$ cat src/rtl/stripes_pkg.sv
// Shared definitions for the Stripes reduced-precision datapath:
// controller states, default widths and a ceiling-divide helper.
package stripes_pkg;

   localparam int unsigned N_DEF       = 16;
   localparam int unsigned BIT_IDX_DEF = 4;
   localparam int unsigned PREC_W_DEF  = 5;
   localparam int unsigned CNT_W_DEF   = 16;

   typedef enum logic [1:0] {
      ST_IDLE  = 2'd0,
      ST_RUN   = 2'd1,
      ST_FLUSH = 2'd2
   } state_t;

   function automatic logic [31:0] ceil_div(input logic [31:0] num, input logic [31:0] den);
      return (num + den - 32'd1) / den;
   endfunction

endpackage

$ cat src/rtl/precision_expand.sv
// Sign-extends the low prec bits of a word to full width, then shifts left
// by offset to restore fractional alignment.
module precision_expand
   import stripes_pkg::*;
#(
   parameter int unsigned N       = N_DEF,
   parameter int unsigned BIT_IDX = BIT_IDX_DEF,
   parameter int unsigned PREC_W  = PREC_W_DEF
) (
   input  logic [N-1:0]       i_bits,
   input  logic [PREC_W-1:0]  i_prec,
   input  logic [BIT_IDX-1:0] i_offset,
   output logic [N-1:0]       o_data
);

   localparam logic [PREC_W-1:0] LP_N = PREC_W'(N);

   logic [PREC_W-1:0] w_gap;
   logic signed [N-1:0] w_aligned;
   logic signed [N-1:0] w_sext;

   // Park the value's sign bit at the MSB, then arithmetic-shift back down.
   always_comb begin
      w_gap     = ((i_prec == '0) || (i_prec > LP_N)) ? '0 : (LP_N - i_prec);
      w_aligned = $signed(i_bits << w_gap);
      w_sext    = w_aligned >>> w_gap;
      o_data    = w_sext << i_offset;
   end

endmodule

$ cat src/rtl/precision_unpacker.sv
// Unpacks a dense LSB-first stream of prec-bit values from N-bit words and
// emits one sign-extended, offset-aligned N-bit value per output handshake.
module precision_unpacker
   import stripes_pkg::*;
#(
   parameter int unsigned N       = N_DEF,
   parameter int unsigned BIT_IDX = BIT_IDX_DEF,
   parameter int unsigned PREC_W  = PREC_W_DEF,
   parameter int unsigned CNT_W   = CNT_W_DEF
) (
   input  logic               clk,
   input  logic               rst_n,
   input  logic               i_start,
   input  logic [PREC_W-1:0]  i_prec,
   input  logic [BIT_IDX-1:0] i_offset,
   input  logic [CNT_W-1:0]   i_num,
   output logic               o_cfg_err,
   output logic               o_busy,
   input  logic               i_in_valid,
   input  logic [N-1:0]       i_in_data,
   output logic               o_in_ready,
   output logic               o_out_valid,
   output logic [N-1:0]       o_out_data,
   input  logic               i_out_ready,
   output logic               o_done
);

   localparam int unsigned FILL_W = $clog2(2*N+1);
   localparam int unsigned PROD_W = CNT_W + PREC_W;

   state_t               r_state, w_state_nxt;
   logic [PREC_W-1:0]    r_prec;
   logic [BIT_IDX-1:0]   r_offset;
   logic [CNT_W-1:0]     r_vals_left, r_words_left;
   logic [2*N-1:0]       r_buf;
   logic [FILL_W-1:0]    r_fill;
   logic                 r_out_valid, r_cfg_err, r_done;
   logic [N-1:0]         r_out_data;

   logic                 w_cfg_bad, w_in_ready, w_in_fire, w_extract, w_out_fire, w_last;
   logic [PREC_W:0]      w_prec_sum;
   logic [PROD_W-1:0]    w_prod;
   logic [CNT_W-1:0]     w_words;
   logic [FILL_W-1:0]    w_prec_f, w_fill_after, w_fill_next;
   logic [2*N-1:0]       w_buf_shift, w_buf_next;
   logic [N-1:0]         w_expanded;

   precision_expand #(.N(N), .BIT_IDX(BIT_IDX), .PREC_W(PREC_W)) u_expand (
      .i_bits   (r_buf[N-1:0]),
      .i_prec   (r_prec),
      .i_offset (r_offset),
      .o_data   (w_expanded)
   );

   always_comb begin
      w_prec_sum = {1'b0, i_prec} + (PREC_W+1)'(i_offset);
      w_cfg_bad  = (i_prec == '0) || ({1'b0, i_prec} > (PREC_W+1)'(N)) ||
                   (w_prec_sum > (PREC_W+1)'(N)) || (i_num == '0);
      w_prod     = PROD_W'(i_num) * PROD_W'(i_prec);
      w_words    = CNT_W'(ceil_div(32'(w_prod), 32'(N)));
   end

   // Incoming word lands just above whatever survives this cycle's extraction.
   always_comb begin
      w_prec_f     = FILL_W'(r_prec);
      w_in_ready   = (r_state == ST_RUN) && (r_words_left != '0) && (r_fill <= FILL_W'(N));
      w_in_fire    = i_in_valid && w_in_ready;
      w_out_fire   = r_out_valid && i_out_ready;
      w_extract    = (r_state == ST_RUN) && (r_vals_left != '0) && (r_fill >= w_prec_f) &&
                     (!r_out_valid || i_out_ready);
      w_last       = w_extract && (r_vals_left == CNT_W'(1));
      w_buf_shift  = w_extract ? (r_buf >> r_prec) : r_buf;
      w_fill_after = w_extract ? (r_fill - w_prec_f) : r_fill;
      w_buf_next   = w_in_fire ? (w_buf_shift | ({{N{1'b0}}, i_in_data} << w_fill_after)) : w_buf_shift;
      w_fill_next  = w_fill_after + (w_in_fire ? FILL_W'(N) : '0);
   end

   always_comb begin
      w_state_nxt = r_state;
      case (r_state)
         ST_IDLE:  if (i_start && !w_cfg_bad) w_state_nxt = ST_RUN;
         ST_RUN:   if (w_last) w_state_nxt = ST_FLUSH;
         ST_FLUSH: if (w_out_fire) w_state_nxt = ST_IDLE;
         default:  w_state_nxt = ST_IDLE;
      endcase
   end

   always_ff @(posedge clk or negedge rst_n) begin
      if (!rst_n) r_state <= ST_IDLE;
      else        r_state <= w_state_nxt;
   end

   always_ff @(posedge clk or negedge rst_n) begin
      if (!rst_n) begin
         r_prec       <= '0;
         r_offset     <= '0;
         r_vals_left  <= '0;
         r_words_left <= '0;
         r_buf        <= '0;
         r_fill       <= '0;
         r_out_valid  <= 1'b0;
         r_out_data   <= '0;
         r_cfg_err    <= 1'b0;
         r_done       <= 1'b0;
      end else begin
         r_cfg_err <= (r_state == ST_IDLE) && i_start && w_cfg_bad;
         r_done    <= (r_state == ST_FLUSH) && w_out_fire;
         case (r_state)
            ST_IDLE: begin
               if (i_start && !w_cfg_bad) begin
                  r_prec       <= i_prec;
                  r_offset     <= i_offset;
                  r_vals_left  <= i_num;
                  r_words_left <= w_words;
                  r_buf        <= '0;
                  r_fill       <= '0;
               end
            end
            ST_RUN: begin
               // Padding left in the final word is dropped as the last value loads.
               if (w_last) begin
                  r_buf  <= '0;
                  r_fill <= '0;
               end else begin
                  r_buf  <= w_buf_next;
                  r_fill <= w_fill_next;
               end
               if (w_in_fire) r_words_left <= r_words_left - CNT_W'(1);
               if (w_extract) r_vals_left <= r_vals_left - CNT_W'(1);
            end
            ST_FLUSH: begin
               if (w_out_fire) begin
                  r_buf  <= '0;
                  r_fill <= '0;
               end
            end
            default: ;
         endcase
         if (w_extract) begin
            r_out_valid <= 1'b1;
            r_out_data  <= w_expanded;
         end else if (w_out_fire) begin
            r_out_valid <= 1'b0;
         end
      end
   end

   assign o_cfg_err   = r_cfg_err;
   assign o_busy      = (r_state != ST_IDLE);
   assign o_in_ready  = w_in_ready;
   assign o_out_valid = r_out_valid;
   assign o_out_data  = r_out_data;
   assign o_done      = r_done;

endmodule

$ cat config.mk
export PLATFORM = sky130hd
export DESIGN_NAME = precision_unpacker
export DESIGN_NICKNAME = d
export VERILOG_FILES = /design/src/rtl/stripes_pkg.sv /design/src/rtl/precision_expand.sv /design/src/rtl/precision_unpacker.sv
export SDC_FILE = /design/constraint.sdc
export NUM_CORES = 1
export LEC_CHECK = 0
export BUFFER_PORTS_ARGS = -buffer_cell sky130_fd_sc_hd__buf_2
export CORE_ASPECT_RATIO = 0.6
export CORE_UTILIZATION = 32
export CTS_CLUSTER_DIAMETER = 80
export CTS_CLUSTER_SIZE = 12
export DETAILED_ROUTE_END_ITERATION = 6
export SKIP_CTS_REPAIR_TIMING = 1
export SYNTH_ARGS = -nofsm -noshare
export SYNTH_HDL_FRONTEND = slang
export SYNTH_HIERARCHICAL = 1
export SYNTH_SLANG_ARGS = --single-unit
$ cat constraint.sdc
create_clock -name clk -period 6.2 [get_ports clk]
set_clock_uncertainty 0.1 [all_clocks]
set_input_delay 1.24 -clock clk [delete_from_list [all_inputs] [get_ports clk]]
set_output_delay 1.24 -clock clk [all_outputs]
set_load 0.1 [all_outputs]
==> impl_results.md, run 1 <==
* Antenna violations before repair at 2
* CP endpoint kind: flop
* Via count at 13,240
* Die Wd at 264.8 um
* WP buf/inv at 1
* Drt first pass iters at 7
* Total GRT Usage at 0.2224
* CP arrival at 5.55 ns
* Vias per inst at 6.042
* DP Wirelength at 36,600 um
* Commonest non-fill, non-tap cell in the layout: nand2_1
* Max-slew violation count at 0
* Vias in the first global route at 12,080
* Initial DRC Count at 1,657
* Most frequent cells in the layout: 212 x nand2_1, 108 x nor2_1, 105 x o21ai_0, 102 x inv_1, 99 x dfrtp_1
* Slew HR at 0.1974
* CTS Buf Count at 9
* WL final at 47,430 um
* Ys Warns at 6
* Final GP Congestion at 0.9742
* EDFF count, synth at 0
* #FFs+latches synth at 100
* Initial Util at 0.3262
* Final min period at 5.419 ns
* Total Nets Final at 1,795
* RSZ-0062 raised after global routing: false
* Async SR Flop Fraction at 1.000
* Core Area at 40,650 um^2
* Root Driver: clkbuf_16
* # clock sinks at 100
* Setup crit start kind: flop
* Global route total overflow at 0
* Area of the multi-input gates at 9881 um^2
* Avg WL per Cell at 21.64 um
* Pin count of the biggest net entering global routing at 65
* Worst-path fanout max at 22
* Slowest CP cell: or2_1
* Ratio of cells with drive above 1 in the final layout at 0.1351
* Critical Path RT at 6.33 ns
* Synth Area per Inst at 8.041 um^2
* Cells after Synth at 1,649
* Die area at 42,280 um^2
* Clk slew on worst S/H paths at 0.09 ns
* Register area at 2504 um^2
* Fmax at 184.5 MHz
* Class of the worst hold path: reg -> reg
* Final worst path period share at 0.8740
* Least-Margin Pin Slew at 1.188 ns
* CP delay by family, top: compound AO/OA/AOI/OAI gates
* Outcome: complete, no violations
* First-pass GRT wire length at 73,270 um
* Crit Path Category: reg -> reg
* Ports at 67
* Final Setup Violations at 0
* Hold Vio Cnt, Final at 0
* Die Ht at 159.7 um
* Max Root-Sink Buffers at 2
* Clock Latency Late Sink at 0.38 ns
* Final core occ at 0.3517
* P&R area growth vs syn at 7.833%
* CP peak stage delay at 0.83 ns
* Yosys cell types at 119
* Crit-path cells: inv_2, fa_1, a211oi_1, o21ai_1, o311a_1, a21oi_1, or2_1, nor2_1, a211oi_1, o211ai_1, o21ai_1, o22ai_1
* CTS tree: built
* Synth Flop Type: dfrtp_1
* Cell Area, Synth at 13,260 um^2
* Fill count at 4,263
* ANT nets after route at 0
* Syn nets at 1,791
* H-Tree Depth at 3
* Final TNS setup at 0 ns
* Reg2reg setup slack at 0.78 ns
* # rows at 57
* # DRC at 0
* Sequential share of the synthesized area at 0.1887
* Maximum Capacitance Violations at 0
* Port buffer count at 66
## stage by stage
step | worst slack [ns] | instance area (um^2) | cells | hold slack [ns]
after detailed placement | 0.4504 | 13990 | 2173 | 0.3582
final | 0.7813 | 14300 | 2192 | 0.3745
after global placement | 0.4626 | 13990 | 2173 | 0.3574
after floorplan | 0.5190 | 13260 | 1649 | 0.3501
after global routing | 0.5195 | 14300 | 2191 | 0.4021
after CTS | 0.8255 | 14290 | 2189 | 0.3815
## area by class of cell
type / instances / share of cell area
Inverter: 106 / 0.02783
Timing Repair Buffer: 94 / 0.03798
Antenna cell: 3 / 0.0005251
Sequential cell: 100 / 0.1751
Tap cell: 531 / 0.04647
Clock inverter: 7 / 0.005251
Multi-Input combinational cell: 1342 / 0.6911
Clock buffer: 9 / 0.01575
## tightest hold or removal path, delay by kind of cell, from the launching register on
kind | cells | cell delay (ns)
DFF | 1 | 0.35
and+or+nand+nor | 2 | 0.10
## routing by layer
metal / part of all wire / vias to the layer above / track usage
met2: 0.36 / 712 / 0.2656
met5: 0 / - / 0
met1: 0.49 / 6424 / 0.3547
met4: 0.012 / 0 / 0.03678
met3: 0.14 / 45 / 0.09499
li1: - / 6063 / -
## cells in the mapped netlist (15+ instances only)
cell,number,area (um^2)
o211ai_1,23,172.7
mux2i_1,77,770.7
ha_1,50,625.6
nand2_1,212,795.8
mux2_2,20,225.2
a22oi_1,20,150.1
inv_1,102,382.9
a221oi_1,16,140.1
dfrtp_1,100,2502
o22ai_1,22,137.6
a31oi_1,17,106.4
buf_2,15,75.07
nand3_1,33,165.2
clkbuf_1,65,244.0
nor2_1,108,405.4
and2_1,83,519.3
and3_1,15,93.84
nor3_1,45,225.2
o21ai_0,105,525.5
a211oi_1,28,210.2
fa_1,46,920.9
mux4_2,15,337.8
a21oi_1,83,415.4
## cells by family (layout without fill, tap and decap cells)
logic type / Yosys count / after routing / share of synthesized area
flops: 100 / 100 / 0.1887
compound gates: 484 / 484 / 0.2650
mux: 125 / 125 / 0.1167
xor+xnor: 21 / 21 / 0.01387
buf+inv: 207 / 216 / 0.06625
simple gates: 616 / 616 / 0.2328
fa+ha+maj: 96 / 96 / 0.1166
other cells: 0 / 3 / 0
## path summary, 6_finish.rpt
check                              start             end  cells past startpoint
setup / recovery               r_prec[1]       r_buf[25]                     12
hold / removal             o_out_data[3]   o_out_data[3]                      2
setup reg to reg               r_prec[1]       r_buf[25]                     12
hold reg to reg            o_out_data[3]   o_out_data[3]                      2
max in group asynchronous          rst_n       r_prec[0]                      2
min in group asynchronous          rst_n  o_out_data[12]                      1
## registers in the layout, indices dropped and copies added (netlist names)
name          flops
r_words_left     16
r_vals_left      16
r_state           2
o_done            1
o_cfg_err         1
r_offset          4
o_out_valid       1
r_fill            6
r_buf            32
o_out_data       16
r_prec            5
Power of run 1 is not shown: default switching activity piles up to over one toggle a cycle in this logic, so the estimate is an artifact.
==> run 2, diff against run 1 <==
- SYNTH_HIERARCHICAL: 1 -> unset
==> impl_results.md, run 2 <==
* Outcome: complete, no violations
* Die Ht at 154.1 um (-3.5%)
* Final min period at 5.666 ns (+0.2475 ns)
* Crit Path Category: in -> reg
* RSZ-0062 raised after global routing: false
* Pin count of the biggest net entering global routing at 69 (+6.2%)
* Root Driver: clkbuf_16
* Worst-path fanout max at 20 (-9.1%)
* Core Area at 37,850 um^2 (-6.9%)
* Drt first pass iters at 6 (-1)
* Total GRT Usage at 0.2169 (-0.005483)
* Slew HR at 0.2292 (+0.03176)
* Worst VDD drop at 0.4568 mV
* # clock sinks at 100 (unchanged)
* # DRC at 0 (unchanged)
* Max-slew violation count at 0 (unchanged)
* CP arrival at 5.83 ns (+0.28 ns)
* Count leader, synth: nand2_1
* Initial Util at 0.3260 (about the same)
* Leak pwr at 5.739 nW
* Total Nets Final at 1,754 (-2.3%)
* Port buffer count at 66 (unchanged)
* EDFF count, synth at 0 (unchanged)
* Final Setup Violations at 0 (unchanged)
* Ys Warns at 0 (-6)
* DP Wirelength at 32,690 um (-11%)
* Critical Path RT at 6.37 ns (+0.04 ns)
* Cells after Synth at 1,608 (-2.5%)
* Worst r2r src: r_prec[0]
* # rows at 55 (-3.5%)
* Cell taking the most area after synthesis: dfrtp_1
* Avg WL per Cell at 20.10 um (-7.1%)
* First-pass GRT wire length at 67,900 um (-7.3%)
* Die Wd at 255.5 um (-3.5%)
* Final TNS setup at 0 ns (unchanged)
* CTS tree: built
* Hold Vio Cnt, Final at 0 (unchanged)
* Clock Latency Late Sink at 0.38 ns (about the same)
* Top post-synthesis cells by count: 198 x nand2_1, 130 x nor2_1, 124 x o21ai_0
* ANT nets after route at 0 (unchanged)
* Yosys cell types at 84 (-29%)
* Synth Flop Type: dfrtp_1
* DP Cell Count at 2,114 (-2.7%)
* Clk slew on worst S/H paths at 0.08 ns (about the same)
* Max Root-Sink Buffers at 2 (unchanged)
* PD cells at 603.6 nW/um^2
* Global route total overflow at 0 (unchanged)
* Antenna Cells at 0 (-3)
* Cell Area, Synth at 12,340 um^2 (-6.9%)
* Final instance area at 13,410 um^2 (-6.2%)
* Maximum Capacitance Violations at 0 (unchanged)
* Antenna violations before repair at 0 (-2)
* Layout Cells excl Fill at 2,130 (-2.8%)
* WL final at 42,820 um (-9.7%)
* Syn nets at 1,750 (-2.3%)
* Via count at 12,590 (-4.9%)
* Setup crit start kind: input port
* Most frequent cells in the layout: 198 x nand2_1, 129 x nor2_1, 124 x o21ai_0, 108 x inv_1, 101 x a21oi_1
* DP Area at 13,120 um^2 (-6.2%)
* Final worst path period share at 0.9139 (+0.03992)
* Vias in the first global route at 11,620 (-3.8%)
* P&R area growth vs syn at 8.681%
* CTS Buf Count at 9 (unchanged)
* Area share of the largest cell type after synthesis at 0.2028 (+0.01409)
* Least-Margin Pin Slew at 1.152 ns (-0.03635 ns)
* Class of the worst hold path: reg -> reg
* HP Start: o_out_data[0]
* CP endpoint kind: flop
* #FFs+latches synth at 100 (unchanged)
* Worst setup path startpoint: i_prec[1]
* Ratio of cells with drive above 1 in the final layout at 0.1051 (-0.02997)
* Async SR Flop Fraction at 1.000 (unchanged)
* Vias per inst at 5.911 (-2.2%)
* Max FFs per register at 32 (unchanged)
* Sequential share of the synthesized area at 0.2028 (+0.01409)
* Fmax at 176.5 MHz (-4.4%)
* Die area at 39,370 um^2 (-6.9%)
* Commonest non-fill, non-tap cell in the layout: nand2_1
* Initial DRC Count at 1,682 (+1.5%)
* H-Tree Depth at 3 (unchanged)
* Ports at 67 (unchanged)
* Most flops, register: r_buf
* Most area-consuming cells after synthesis: dfrtp_1 20%, fa_1 7.5%, nand2_1 6.0%
* Synth Area per Inst at 7.673 um^2 (-4.6%)
* Final GP Congestion at 0.9699 (-0.44%)
-- run 2: cell count changes in the layout (fill, tap and decap cells not counted), sizes merged, moves of 13 or more --
cell | previous run | this run
o21ai | 114 | 129
nand3 | 34 | 70
a221oi | 20 | 7
nand2 | 215 | 198
mux2 | 23 | 10
a21oi | 85 | 102
nor2 | 112 | 130
-- run 2: layout make-up --
class	count	area, um^2
clock inverter	7	60.06
tap	513	641.9
clock buffer	9	225.2
multi-input combinational	1290	8981
fill	4022	24440
inverter	113	424.2
sequential	100	2504
timing repair buffer	98	573.1
-- run 2: cells by family (layout without fill, tap and decap cells) --
kind of cell | after synthesis | in the layout | share of synthesized area
buf+inv | 218 | 227 | 0.07038
simple gates | 607 | 607 | 0.2338
fa+ha+maj | 96 | 96 | 0.1253
mux | 105 | 105 | 0.1068
xor+xnor | 20 | 20 | 0.01420
compound gates | 462 | 462 | 0.2467
flops | 100 | 100 | 0.2028
-- run 2: per-layer routing --
layer	vias up	routed length, um	global-route usage
li1	5808	-	-
met1	6114	21480	0.3508
met2	630	15900	0.2716
met3	38	4984	0.06594
met4	0	459	0.03650
met5	-	0	0
-- run 2: worst paths after layout --
path	to	slack, ns	cells past startpoint
max reg2reg	r_buf[30]	0.69	16
max in group asynchronous	r_prec[0]	3.91	2
min reg2reg	o_out_data[0]	0.39	2
min	o_out_data[0]	0.39	2
min in group asynchronous	r_buf[25]	0.72	1
max	r_words_left[13]	0.53	18
-- run 2: where the power goes --
group	switching, W	leakage [nW]	internal [W]
Clock	0.000305	0.130	0.000279
Combinational	0.00420	4.31	0.00207
Sequential	0.000350	1.29	0.000896
-- run 2: through the flow --
stage                 util  hold WS (ns)  worst slack (ns)  total power (W)
finish              0.3543        0.3927            0.5338         0.008094
global route        0.3543        0.4254            0.1617         0.008656
CTS                 0.3543        0.4035            0.5523         0.007905
detailed placement  0.3467        0.3737            0.1434         0.007283
global placement    0.3467        0.3783            0.3086         0.007256
floorplan                -        0.3617            0.5449         0.005674
-- run 2: worst max-delay path: stages --
cell	delay (ns)
buf_2	0.32
and2_1	0.22
fa_1	0.43
ha_1	0.29
inv_1	0.04
fa_1	0.47
inv_1	0.04
ha_1	0.26
nand4b_1	0.08
o21bai_1	0.25
a21oi_1	0.17
o21a_1	0.20
o311ai_0	0.67
a31oi_1	0.26
o21ai_0	0.34
nor2_1	0.13
a311oi_1	0.28
o21ai_0	0.11
Note: power is estimated with default switching activity, not from simulation.
==> run 3, diff against run 2 <==
- CTS_BUF_LIST: unset -> sky130_fd_sc_hd__clkbuf_8
==> impl_results.md, run 3 (synthesis results as in run 2) <==
* # clock sinks at 100 (unchanged)
* Routing usage on met3 at 0.06792 (+0.001978)
* Final worst path period share at 0.9091 (-0.004827)
* Final Setup Violations at 0 (unchanged)
* Clock power frac at 0.056 (-0.016)
* CP arrival at 5.86 ns (+0.03 ns)
* Drt first pass iters at 7 (+1)
* Initial Util at 0.3260 (unchanged)
* Setup crit start kind: input port
* Leak pwr at 5.692 nW (-0.81%)
* Least-Margin Pin Slew at 1.150 ns (-0.001985 ns)
* CP endpoint kind: flop
* Avg WL per Cell at 20.12 um (+0.11%)
* Clk slew on worst S/H paths at 0.11 ns (+0.03 ns)
* Slew HR at 0.2252 (-0.003942)
* Max FFs per register at 32 (unchanged)
* Vias in the first global route at 11,600 (-0.18%)
* Port buffer count at 66 (unchanged)
* Die Ht at 154.1 um (unchanged)
* Vias per inst at 5.961 (+0.84%)
* Total Nets Final at 1,754 (unchanged)
* # DRC at 0 (unchanged)
* PD cells at 597.6 nW/um^2 (-1.0%)
* Core Area at 37,850 um^2 (unchanged)
* Final instance area at 13,310 um^2 (-0.76%)
* # rows at 55 (unchanged)
* DP Wirelength at 32,690 um (unchanged)
* Max Root-Sink Buffers at 2 (unchanged)
* Switching power at 0.004838 W (-0.27%)
* Comb power frac at 0.788 (+0.014)
* Clock Latency Late Sink at 0.44 ns (+0.06 ns)
* Slowest CP cell: o311ai_0
* Maximum Capacitance Violations at 0 (unchanged)
* Final TNS setup at 0 ns (unchanged)
* Via count at 12,700 (+0.84%)
* Antenna Cells at 0 (unchanged)
* Global route total overflow at 0 (unchanged)
* Flop pwr share at 0.156 (+0.002)
* Critical Path RT at 6.43 ns (+0.06 ns)
* Crit Path Category: in -> reg
* DP Area at 13,120 um^2 (unchanged)
* Final GP Congestion at 0.9699 (unchanged)
* Met2 Use GR at 0.2704 (-0.001165)
* Final min period at 5.636 ns (-0.02993 ns)
* Commonest non-fill, non-tap cell in the layout: nand2_1
* CP peak stage delay at 0.67 ns (about the same)
* Ports at 67 (unchanged)
* Worst VDD drop at 0.4560 mV (-0.16%)
* Max-slew violation count at 0 (unchanged)
* ANT nets after route at 0 (unchanged)
* CTS tree: built
* H-Tree Depth at 3 (unchanged)
* Outcome: complete, no violations
* Most frequent cells in the layout: 198 x nand2_1, 129 x nor2_1, 124 x o21ai_0, 108 x inv_1, 101 x a21oi_1
* Net Sw Frac at 0.6084 (+0.009044)
* Hold Vio Cnt, Final at 0 (unchanged)
* Total GRT Usage at 0.2165 (-0.0004614)
* Hold WS at 0.3998 ns (+0.007054 ns)
* Antenna violations before repair at 0 (unchanged)
* Internal power at 0.003114 W (-4.0%)
* Die area at 39,370 um^2 (unchanged)
* Most Crowded Layer GR: met1
* Class of the worst hold path: reg -> reg
* GR Util met1 at 0.3506 (about the same)
* P&R area growth vs syn at 7.860%
* Reg2reg setup slack at 0.62 ns (-0.07 ns)
* RSZ-0062 raised after global routing: false
* CTS Buf Count at 9 (unchanged)
* First-pass GRT wire length at 67,730 um (-0.24%)
* Worst-path fanout max at 20 (unchanged)
* Fmax at 177.4 MHz (+0.53%)
* Design Power at 0.007952 W (-1.7%)
* Die Wd at 255.5 um (unchanged)
* Crit-path cells: buf_2, and2_1, fa_1, ha_1, inv_1, fa_1, inv_1, ha_1, nand4b_1, o21bai_1, a21oi_1, o21a_1, o311ai_0, a31oi_1, o21ai_0, nor2_1, xnor2_1, o22ai_1, a21oi_1
* Ratio of cells with drive above 1 in the final layout at 0.1051 (unchanged)
* Initial DRC Count at 1,688 (+0.36%)
* Most flops, register: r_buf
* Root Driver: clkbuf_8
* Pin count of the biggest net entering global routing at 69 (unchanged)
* WL final at 42,860 um (+0.11%)
==> run 3: area by class of cell <==
type / instances / area [um^2]
flip-flops and latches: 100 / 2504
inverters: 113 / 424.2
well taps: 513 / 641.9
fillers: 4028 / 24540
multi-input cells: 1290 / 8981
repair buffers: 98 / 573.1
clock inverters: 7 / 60.06
clock buffers: 9 / 123.9
==> run 3: power groups by stage <==
stage | combinational [W] | clock [W] | sequential [W]
after global placement | 0.00602 | 0 | 0.00123
after detailed placement | 0.00605 | 0 | 0.00124
after CTS | 0.00608 | 0.000450 | 0.00122
after global routing | 0.00675 | 0.000473 | 0.00128
final | 0.00627 | 0.000442 | 0.00124
after floorplan | 0.00429 | 0 | 0.00139
==> run 3: final timing paths <==
check / start / endpoint / depth (start not counted)
setup / recovery: i_prec[1] / r_words_left[12] / 19
hold / removal: o_out_data[0] / o_out_data[0] / 2
setup reg to reg: r_prec[0] / r_buf[30] / 16
hold reg to reg: o_out_data[0] / o_out_data[0] / 2
max in group asynchronous: rst_n / r_prec[0] / 2
min in group asynchronous: rst_n / r_buf[25] / 1
==> run 3: worst max-delay path, delay by kind of cell <==
family                   cells  cell delay, ns
AO/OA/AOI/OAI                8            2.15
adder cells (fa/ha/maj)      4            1.46
AND/OR/NAND/NOR              3            0.44
buffers and inverters        3            0.40
XOR/XNOR                     1            0.15
==> run 3: layer usage <==
| metal | routed length, um | vias up |
|---|---|---|
| met1 | 21540 | 6201 |
| met4 | 461 | 0 |
| met3 | 4885 | 46 |
| met2 | 15980 | 641 |
| met5 | 0 | - |
| li1 | - | 5808 |
==> run 3: per-stage QoR <==
stage | instances | setup WS, ns | utilization
after floorplan | 1608 | 0.5449 | -
final | 2130 | 0.5638 | 0.3516
after global routing | 2130 | 0.2370 | 0.3516
after global placement | 2114 | 0.3086 | 0.3467
after detailed placement | 2114 | 0.1434 | 0.3467
after CTS | 2130 | 0.6276 | 0.3516
